File: config.mk
export PLATFORM = sky130hd
export DESIGN_NAME = store_buffer
export DESIGN_NICKNAME = d
export VERILOG_FILES = /design/src/rtl/store_buffer.sv
export SDC_FILE = /design/constraint.sdc
export NUM_CORES = 1
export LEC_CHECK = 0
export CORE_UTILIZATION = 62
export DETAILED_ROUTE_END_ITERATION = 6
export PLACE_DENSITY = 0.85
export SKIP_CTS_REPAIR_TIMING = 1
export SLEW_MARGIN = 20
export SYNTH_ARGS = -nofsm -noshare
export SYNTH_HDL_FRONTEND = slang
export SYNTH_SLANG_ARGS = --single-unit
File: constraint.sdc
create_clock -name clk -period 8.2 [get_ports clk]
set_clock_uncertainty 0.1 [all_clocks]
set_input_delay 1.23 -clock clk [delete_from_list [all_inputs] [get_ports clk]]
set_output_delay 1.23 -clock clk [all_outputs]
set_load 0.01 [all_outputs]
File: src/rtl/store_buffer.sv
// Posted-write store buffer: an in-order FIFO of stores that drains into the
// data memory write port, with a stall for loads that overlap queued stores.
module store_buffer #(
  parameter int unsigned DEPTH = 4,
  parameter int unsigned PTR_W = 2,
  parameter int unsigned CNT_W = 3
) (
  input  logic             clk,
  input  logic             rst,
  input  logic             st_valid,
  input  logic [31:0]      st_addr,
  input  logic [31:0]      st_data,
  input  logic [2:0]       st_funct3,
  output logic             st_ready,
  input  logic             ld_valid,
  input  logic [31:0]      ld_addr,
  input  logic [2:0]       ld_funct3,
  output logic             ld_stall,
  output logic             mem_write,
  output logic [31:0]      mem_address,
  output logic [31:0]      mem_writeData,
  output logic [2:0]       mem_funct3,
  output logic [CNT_W-1:0] count,
  output logic             empty
);

  logic [31:0]      addr_q [DEPTH];
  logic [31:0]      addr_d [DEPTH];
  logic [31:0]      data_q [DEPTH];
  logic [31:0]      data_d [DEPTH];
  logic [2:0]       f3_q   [DEPTH];
  logic [2:0]       f3_d   [DEPTH];
  logic [PTR_W-1:0] wr_ptr_q, wr_ptr_d;
  logic [PTR_W-1:0] rd_ptr_q, rd_ptr_d;
  logic [CNT_W-1:0] count_q, count_d;
  logic             push, pop;
  logic [PTR_W-1:0] offs;
  logic [DEPTH-1:0] entry_valid, entry_hit;
  logic [32:0]      ld_hi;
  logic             unused_ld_sign;

  // Last byte of an access, in 33 bits so the top-of-memory span does not wrap.
  function automatic logic [32:0] span_hi(input logic [31:0] addr, input logic [1:0] sz);
    logic [32:0] last;
    case (sz)
      2'b00:   last = 33'd0;
      2'b01:   last = 33'd1;
      default: last = 33'd3;
    endcase
    return {1'b0, addr} + last;
  endfunction

  assign unused_ld_sign = ld_funct3[2];
  assign ld_hi          = span_hi(ld_addr, ld_funct3[1:0]);

  // Overlap of the load span against every occupied entry.
  always_comb begin
    offs        = '0;
    entry_valid = '0;
    entry_hit   = '0;
    for (int unsigned i = 0; i < DEPTH; i++) begin
      offs           = PTR_W'(i) - rd_ptr_q;
      entry_valid[i] = CNT_W'(offs) < count_q;
      entry_hit[i]   = entry_valid[i]
                     && ({1'b0, ld_addr} <= span_hi(addr_q[i], f3_q[i][1:0]))
                     && ({1'b0, addr_q[i]} <= ld_hi);
    end
  end

  assign st_ready  = (count_q != CNT_W'(DEPTH));
  assign empty     = (count_q == '0);
  assign count     = count_q;
  assign ld_stall  = ld_valid & (|entry_hit);
  // A stalled load yields the port so the conflicting stores can drain.
  assign mem_write = ~empty & (~ld_valid | ld_stall);
  assign push      = st_valid & st_ready;
  assign pop       = mem_write;

  assign mem_address   = empty ? 32'd0 : addr_q[rd_ptr_q];
  assign mem_writeData = empty ? 32'd0 : data_q[rd_ptr_q];
  assign mem_funct3    = empty ? 3'd0  : f3_q[rd_ptr_q];

  always_comb begin
    wr_ptr_d = wr_ptr_q;
    rd_ptr_d = rd_ptr_q;
    count_d  = count_q;
    if (push) wr_ptr_d = wr_ptr_q + PTR_W'(1);
    if (pop)  rd_ptr_d = rd_ptr_q + PTR_W'(1);
    case ({push, pop})
      2'b10:   count_d = count_q + CNT_W'(1);
      2'b01:   count_d = count_q - CNT_W'(1);
      default: count_d = count_q;
    endcase
  end

  always_comb begin
    addr_d = addr_q;
    data_d = data_q;
    f3_d   = f3_q;
    if (push) begin
      addr_d[wr_ptr_q] = st_addr;
      data_d[wr_ptr_q] = st_data;
      f3_d[wr_ptr_q]   = st_funct3;
    end
  end

  always_ff @(posedge clk or negedge rst) begin
    if (!rst) begin
      wr_ptr_q <= '0;
      rd_ptr_q <= '0;
      count_q  <= '0;
    end else begin
      wr_ptr_q <= wr_ptr_d;
      rd_ptr_q <= rd_ptr_d;
      count_q  <= count_d;
    end
  end

  // Entry payload needs no reset; occupancy is tracked by the pointers.
  always_ff @(posedge clk) begin
    addr_q <= addr_d;
    data_q <= data_d;
    f3_q   <= f3_d;
  end

endmodule

After elaboration in Yosys (flattened, before gate mapping)
Index checks and enable logic that the tools add are counted.
- register bits after elaboration: 275
- bits in read-only memories: 0
- memories kept: 0
- input bits: 106
- output and inout bits: 74
- RAM bits: 0
- latch bits: 0
- $mul: 0
- mux-type cells: 25
- equality and inequality tests: 8
- order comparisons: 15
- shifts and indexed selects: 0
- reduce and logical (&&, ||, !) cells: 17
- div/mod/pow operators: 0
- bitwise logic cells: 8
- add/sub/neg operators: 13
- operators with widths (cell ; count):
    less-or-equal comparator 32 x 33 -> 1 bit ; 8
    bitwise mux 128 bit ; 2
    two-way mux 32 bit ; 7
    adder 32 x 33 -> 33 bit ; 5
    binary-select mux 32 bit (select 2 bit) ; 2
    demux 32 bit (select 2 bit) ; 1
    one-hot mux 2 bit (2 select lines) ; 5
    bitwise mux 12 bit ; 1
    equality test 2 x 1 -> 1 bit (second input constant) ; 6
    < comparator 2 x 3 -> 1 bit ; 4
    two-way mux 3 bit ; 4
    logical NOT 2 bit ; 5
    logical AND 1 bit ; 9
    binary-select mux 3 bit (select 2 bit) ; 1
    demux 3 bit (select 2 bit) ; 1
    greater-or-equal comparator 3 bit (second input constant) ; 2
    inverter 2 -> 3 bit ; 2
    one-hot mux 3 bit (2 select lines) ; 1
    adder 2 x 1 -> 2 bit (second input constant) ; 2
    OR reduction 4 bit ; 1
    subtractor 1 x 2 -> 2 bit (first input constant) ; 2
    subtractor 2 bit (first input constant) ; 2
    adder 3 x 1 -> 3 bit (second input constant) ; 1
    AND 1 bit ; 3
    other kinds (8) ; 9

Logic depth before layout (Yosys ltp)
Gate-level depths: netlist of the first run.
- depth in word-level cells: 12
- mapped depth: 27
- mapped depth without buffers: 26

Worst setup path after synthesis of the first run
OpenSTA, ideal clock, no wires.
- kind: input to output
- start point: input port ld_addr[1]
- end point: output port ld_stall
- stages: 17
- buffers on the path: 0
- data required time: 6.870 ns
- arrival: 4.883 ns
- slack: 1.987 ns
- path through: ha_1 > a21oi_1 > nor4_1 > and2_1 > nor3b_2 > and3_1 > nand4_1 > xnor2_1 > ha_1 > nand3_1 > nor4_1 > nand2_1 > a2bb2oi_1 > o211ai_1 > a31oi_1 > nor4_2 > and2b_2
- word-level cells in the longest chain between the ends: 5
- elaborated cells on any way between the ends: 19
- those cells by class: add/sub: 1; order compare: 8; bitwise: 1; reduce/logical: 9
- RTL lines (what ; RTL line ; RTL):
    start: declaration ; 16 ; input logic [31:0] ld_addr,
    adder 32 x 33 -> 33 bit / less-or-equal comparator 32 x 33 -> 1 bit (equally long branches) ; 50, 65 ;
    less-or-equal comparator 32 x 33 -> 1 bit / logical AND 1 bit (equally long branches) ; 66, 65 ;
    logical AND 1 bit ; 66 ; && ({1'b0, addr_q[i]} <= ld_hi);
    OR reduction 4 bit * ; 73 ; assign ld_stall = ld_valid & (|entry_hit);
    AND 1 bit * ; 73 ;
    end: declaration ; 18 ; output logic ld_stall,
Mark *: on every way between the ends. The rest lies on a longest branch, timed or not.

Worst setup path in the final report of the first run
- start point: input port ld_funct3[1]
- end point: output port mem_write
- word-level cells in the longest chain between the ends: 9
- elaborated cells on any way between the ends: 16
- those cells by class: add/sub: 1; order compare: 4; eq/ne: 1; mux: 1; bitwise: 3; reduce/logical: 6
- RTL lines (what ; RTL line ; RTL):
    start: declaration ; 17 ; input logic [2:0] ld_funct3,
    equality test 2 x 1 -> 1 bit / logical NOT 2 bit (equally long branches) ; 45 ; case (sz)
    one-hot mux 2 bit (2 select lines) * ; 45 ;
    adder 32 x 33 -> 33 bit * ; 50 ; return {1'b0, addr} + last;
    less-or-equal comparator 32 x 33 -> 1 bit ; 66 ;
    logical AND 1 bit ; 66 ;
    OR reduction 4 bit * ; 73 ;
    AND 1 bit * ; 73 ;
    bitwise OR 1 bit * ; 75 ; assign mem_write = ~empty & (~ld_valid | ld_stall);
    AND 1 bit * ; 75 ;
    end: declaration ; 19 ; output logic mem_write,
Marked as above.

==> impl_metrics.ini, run 1 <==
[hold_path]
hold_path_end = count[1]
min_path_cells = 2
hp-start = count[1]
hold_class = flop to flop

[floorplanning]
initial_core_util_pct = 63.0
die_w_um = 178
row_count = 64
dieArea_um2 = 31800
coreArea_um2 = 30600
io_pins = 180
die_height_um = 178

[routing]
wl_met3_mm = 4.22
via_count = 14534
drt_iter0_markers = 1308
m1WireLength_mm = 22.4
drcViolationCount = 0
dr_wl_met2_mm = 26.3
postRouteAntennaNets = 0
routed.top_layer = met4
wl_mm = 55.1
dr.pass1.iters = 5
avgViaCountPerCell = 6.56
route.detailed.wl_per_inst_um = 24.9

[power]
p_per_area_nw_per_um2 = 277
p_leak_nw = 8.38
vdd_drop_max_uv = 292
total_power_mw = 6.24

[global_route]
grt_usage_pct = 35.0
antenna_found_initial = 0
grt_pass1_vias = 14447
overflow = 0
grt_max_degree = 68
grt_first_pass_wirelength_mm = 82.6

[clock_tree]
cts_max_path_buffers = 3
numCtsBuffers = 27
cts_root_buf = clkbuf_16
htree_levels = 1
cts.sinks = 275
clk_latency_ns = 0.55
path_clk_slew_ns = 0.06
cts_tree = done

[cells_and_area]
antennaDiodeCount = 0
layout-drive-gt1-share_pct = 9.34
nets = 2187
mostFrequentLayoutCells = ha_1, edfxtp_1, clkdlybuf4s50_1, nand2_1, a21oi_1
syn_to_final_growth_pct = 17.0
fin_cells = 2216
utilization_pct = 73.7
final_area_um2 = 22500
final_common_cell = ha_1

[critical_path]
crit_path_max_incr_delay_ns = 0.65
r2r-end = count[2]
r2r_start = f3_q[10]
crit_path_end_kind = output port
required_ns = 6.87
worstSetupPathType = input port to output port
reg2reg_depth = 26
cp_slowest_cell = or4b_2
cp_cell_sequence = clkdlybuf4s50_1 -> or2_2 -> ha_1 -> inv_1 -> fa_1 -> nor4_4 -> buf_4 -> nor2b_1 -> nand3_1 -> xor2_1 -> ha_1 -> nand4_1 -> nor3_1 -> a21boi_1 -> or4b_2 -> a21oi_1 -> o22a_2 -> nor4_2 -> buf_4 -> a21oi_2 -> clkdlybuf4s50_1
critPathLaunchType = input port
r2r_slack_ns = 1.80
cp_max_fo = 4
cp.arrival_ns = 6.55

[synthesis]
yosys_most_used_dff = edfxtp_1
syn_area_um2 = 19300
synth_edf_count = 268
yosys_warnings = 0
ys_ff_latch = 275
synth_cell_type_count = 70
synth_cells = 1598
synth_nets = 1985
ys_async_sr_fraction_pct = 2.55
yosysSeqAreaShare_pct = 42.7
syn-mean-instance-area_um2 = 12.1

[sta]
slew_headroom_pct = 22.9
period_share_pct = 96.1
tightest_slew_ns = 1.16
rsz0062_at_grt = false
period_minus_slack_ns = 7.88
maxSlewViolCount = 0
setup_viol = 0
final_hold_viol_count = 0
timing.fmax_mhz = 127
tns_ns = 0

[placed_design]
place.gp.congestion = 0.984
port_buffers = 178
dp_hpwl_mm = 40.4
post_dp_cell_area_um2 = 21600
dpl.cell_count = 2166

[run_status]
outcome = completed

[run]
cap_viol_max_count = 0
how the worst max path moves through the flow:
stage	startpoint	to	slack, ns	cells past startpoint
3_3_place_gp	ld_addr[1]	mem_write	0.28	20
3_5_place_dp	ld_addr[1]	mem_write	0.23	20
5_1_grt	ld_addr[1]	mem_write	0.04	20
4_1_cts	ld_addr[1]	mem_write	0.18	20
2_1_floorplan	ld_addr[1]	ld_stall	1.99	17
6_report	ld_funct3[1]	mem_write	0.32	21
cell type report:
| type | count | area, µm² |
|---|---|---|
| fillers | 2092 | 8060 |
| clock buffers | 35 | 726 |
| clock inverters | 14 | 153 |
| repair buffers | 202 | 1970 |
| inverters | 34 | 128 |
| well taps | 396 | 495 |
| flip-flops and latches | 275 | 8230 |
| multi-input cells | 1260 | 10800 |
cells in the mapped netlist, drive strengths merged (6+ instances only):
| cell | number | area share [%] |
|---|---|---|
| edfxtp | 268 | 42 |
| xor2 | 90 | 4.1 |
| ha | 275 | 18 |
| dfrtp | 7 | 0.91 |
| a31oi | 6 | 0.19 |
| a211oi | 12 | 0.47 |
| nor2 | 65 | 1.3 |
| nand4 | 80 | 2.6 |
| and4 | 19 | 0.88 |
| a21oi | 93 | 2.4 |
| a21o | 27 | 1.1 |
| or2 | 6 | 0.19 |
| o21ai | 38 | 0.99 |
| and2 | 7 | 0.24 |
| nor2b | 76 | 2.5 |
| nand3 | 87 | 2.4 |
| nor4 | 15 | 0.79 |
| inv | 34 | 0.66 |
| nor3 | 17 | 0.53 |
| mux4 | 67 | 7.9 |
| xnor2 | 67 | 3.0 |
| clkbuf | 27 | 0.53 |
| nand2 | 108 | 2.1 |
| fa | 6 | 0.62 |
| and3 | 32 | 1.1 |
routing by layer:
layer  track usage (%)  vias to the layer above
met5                 0                        -
met4              13.8                        0
met3              5.50                      138
met2              58.6                      626
met1              45.5                     7150
li1                  -                     6620
kinds of logic (layout without fill, tap and decap cells):
logic type                 count (synthesis)  in the layout  synth area share (%)
muxes                                     67             67                  7.85
xor gates and xnor gates                 157            157                  7.14
and+or+nand+nor                          530            530                  15.2
DFF                                      275            275                  42.7
AOI/OAI and AO/OA                        225            225                  7.29
buffers and inverters                     63            285                  1.31
adders and majority gates                281            281                  18.5
stage by stage:
step / setup WS (ns) / hold slack, ns
2_1_floorplan: 1.99 / 0.446
3_3_place_gp: 0.284 / 0.432
3_5_place_dp: 0.228 / 0.481
4_1_cts: 0.179 / 0.495
5_1_grt: 0.0437 / 0.514
6_report: 0.318 / 0.496
flip-flops by register name, summed over array words and instances (netlist names):
name / flops
addr_q: 128
count: 3
data_q: 128
f3_q: 12
rd_ptr_q: 2
wr_ptr_q: 2
power breakdown:
group / switching [mW] / total (mW) / internal (mW)
Clock: 0.530 / 1.25 / 0.719
Combinational: 1.38 / 2.79 / 1.42
Sequential: 0.325 / 2.20 / 1.87
Total: 2.23 / 6.24 / 4.01
worst max-delay path: cells and delay by family:
family / cells / cell delay (ns)
xor gates and xnor gates: 1 / 0.39
adders and majority gates: 3 / 0.99
AOI/OAI and AO/OA: 4 / 0.68
and+or+nand+nor: 8 / 1.70
buffers and inverters: 5 / 1.54
Power figures use the tool's default switching activity.
==> inputs of run 2 (changes only) <==
--- a/config.mk
+++ b/config.mk
@@ -5,9 +5,10 @@
 export SDC_FILE = /design/constraint.sdc
 export NUM_CORES = 1
 export LEC_CHECK = 0
-export CORE_UTILIZATION = 62
+export CORE_MARGIN = 1
+export CORE_UTILIZATION = 50
 export DETAILED_ROUTE_END_ITERATION = 6
-export PLACE_DENSITY = 0.85
+export PLACE_DENSITY = 0.71
 export SKIP_CTS_REPAIR_TIMING = 1
 export SLEW_MARGIN = 20
 export SYNTH_ARGS = -nofsm -noshare
==> impl_metrics.ini, run 2 (synthesized netlist as in run 1, its figures left out) <==
[sta]
tns_ns = 0
rsz0062_at_grt = false
tightest_slew_ns = 0.994
final_hold_viol_count = 0
setup_viol = 0
timing.fmax_mhz = 125
slew_headroom_pct = 33.7
maxSlewViolCount = 0
period_share_pct = 97.9
period_minus_slack_ns = 8.03
whs_ns = 0.484

[clock_tree]
cts_max_path_buffers = 3
cts_root_buf = clkbuf_16
htree_levels = 1
cts_tree = done
numCtsBuffers = 28
path_clk_slew_ns = 0.06
clk_latency_ns = 0.59
cts.sinks = 275

[routing]
postRouteAntennaNets = 0
wl_mm = 55.1
avgViaCountPerCell = 6.05
dr.pass1.iters = 5
via_count = 14263
route.detailed.wl_per_inst_um = 23.4
drcViolationCount = 0
drt_iter0_markers = 880

[power]
p_comb_share_pct = 44.5
p_clk_share_pct = 20.8
p_per_area_nw_per_um2 = 274
pwr-share-seq_pct = 34.8
p_leak_nw = 8.52
total_switching_power_mw = 2.22
intPower_mw = 4.06
p_sw_share_pct = 35.3
vdd_drop_max_uv = 249

[global_route]
antenna_found_initial = 0
grt_pass1_vias = 13960
grt_usage_pct = 28.3
overflow = 0
grt_first_pass_wirelength_mm = 82.7
grt_max_degree = 71

[critical_path]
cp_cell_sequence = clkdlybuf4s50_1 -> ha_1 -> a21oi_1 -> nor4_1 -> buf_4 -> and2_1 -> nor3b_2 -> and3_1 -> nand4_1 -> xnor2_1 -> buf_4 -> ha_1 -> nand3_1 -> and4bb_2 -> o311ai_0 -> a41oi_1 -> a31oi_1 -> nor4_2 -> buf_4 -> and2b_2 -> clkdlybuf4s50_1
crit_top_cell = buf_4
worstSetupPathType = input port to output port
cp_max_fo = 4
critical_path_cell_count = 21
cp.arrival_ns = 6.70
crit_path_end_kind = output port
reg2reg_depth = 25
r2r-end = count[2]
r2r_start = f3_q[10]
path_buf_inv = 5
required_ns = 6.87
cp-startpoint = ld_addr[1]
crit_end = ld_stall
crit_path_max_incr_delay_ns = 0.51
critical-path-top-delay-family = simple AND/OR/NAND/NOR gates
cp_slowest_cell = clkdlybuf4s50_1
critPathLaunchType = input port
r2r_slack_ns = 1.54

[floorplanning]
die_height_um = 198
initial_core_util_pct = 51.0
die_w_um = 198
coreArea_um2 = 37800
io_pins = 180
dieArea_um2 = 39300
row_count = 71

[run]
cap_viol_max_count = 0

[cells_and_area]
antennaDiodeCount = 0
nets = 2214
final_common_cell = ha_1
fin_cells = 2359
mostFrequentLayoutCells = ha_1, edfxtp_1, clkdlybuf4s50_1, nand2_1, a21oi_1
layout-drive-gt1-share_pct = 10.6
syn_to_final_growth_pct = 19.0
fillers = 3091
top_regs = addr_q: 128 flops, data_q: 128 flops, f3_q: 12 flops

[placed_design]
port_buffers = 178
dpl.cell_count = 2307
place.gp.congestion = 0.979
dp_hpwl_mm = 42.7

[hold_path]
hold_class = flop to flop
hp-start = count[1]

[run_status]
outcome = completed
run 2: worst min-delay path by stage:
stage	endpoint	slack [ns]	cells past startpoint
floorplan	count[1]	0.45	2
global placement	count[1]	0.43	2
detailed placement	count[1]	0.47	2
CTS	count[1]	0.49	2
global route	count[1]	0.56	2
finish	count[1]	0.48	2
run 2: power by group through the flow:
stage | sequential (mW) | clock [mW] | combinational [mW]
5_1_grt | 2.21 | 1.36 | 3.05
4_1_cts | 2.23 | 1.32 | 2.76
3_5_place_dp | 2.25 | 0 | 2.73
2_1_floorplan | 2.05 | 0 | 1.71
6_report | 2.18 | 1.30 | 2.79
3_3_place_gp | 2.24 | 0 | 2.70
run 2: metrics by stage:
stage,util [%],area (µm²),setup WS (ns),power [mW]
after floorplan,-,19300,1.99,3.76
after global placement,58.2,22000,0.284,4.94
after detailed placement,58.2,22000,0.241,4.98
after CTS,60.7,22900,0.227,6.30
after global routing,60.7,22900,0.0338,6.62
final,60.7,22900,0.172,6.27
run 2: worst min-delay path, stage by stage, from the launching register on:
cell and delay [ns]:
dfrtp_1 0.41, nand2_1 0.06, o21ai_0 0.08
run 2: per-layer routing:
layer / vias to the layer above / GRT usage, % / wire (µm)
li1: 6690 / - / -
met2: 405 / 47.0 / 26000
met4: 0 / 8.67 / 1710
met1: 7092 / 37.9 / 24300
met5: - / 0 / 0
met3: 76 / 4.80 / 3080
run 2: cell type report:
type	instances	area, µm²	share of cell area (%)
inverter	34	128	0.557
multi-input combinational	1260	10800	47.2
tap	511	639	2.79
sequential	275	8230	35.9
timing repair buffer	228	2180	9.49
clock buffer	30	708	3.09
clock inverter	21	229	0.999
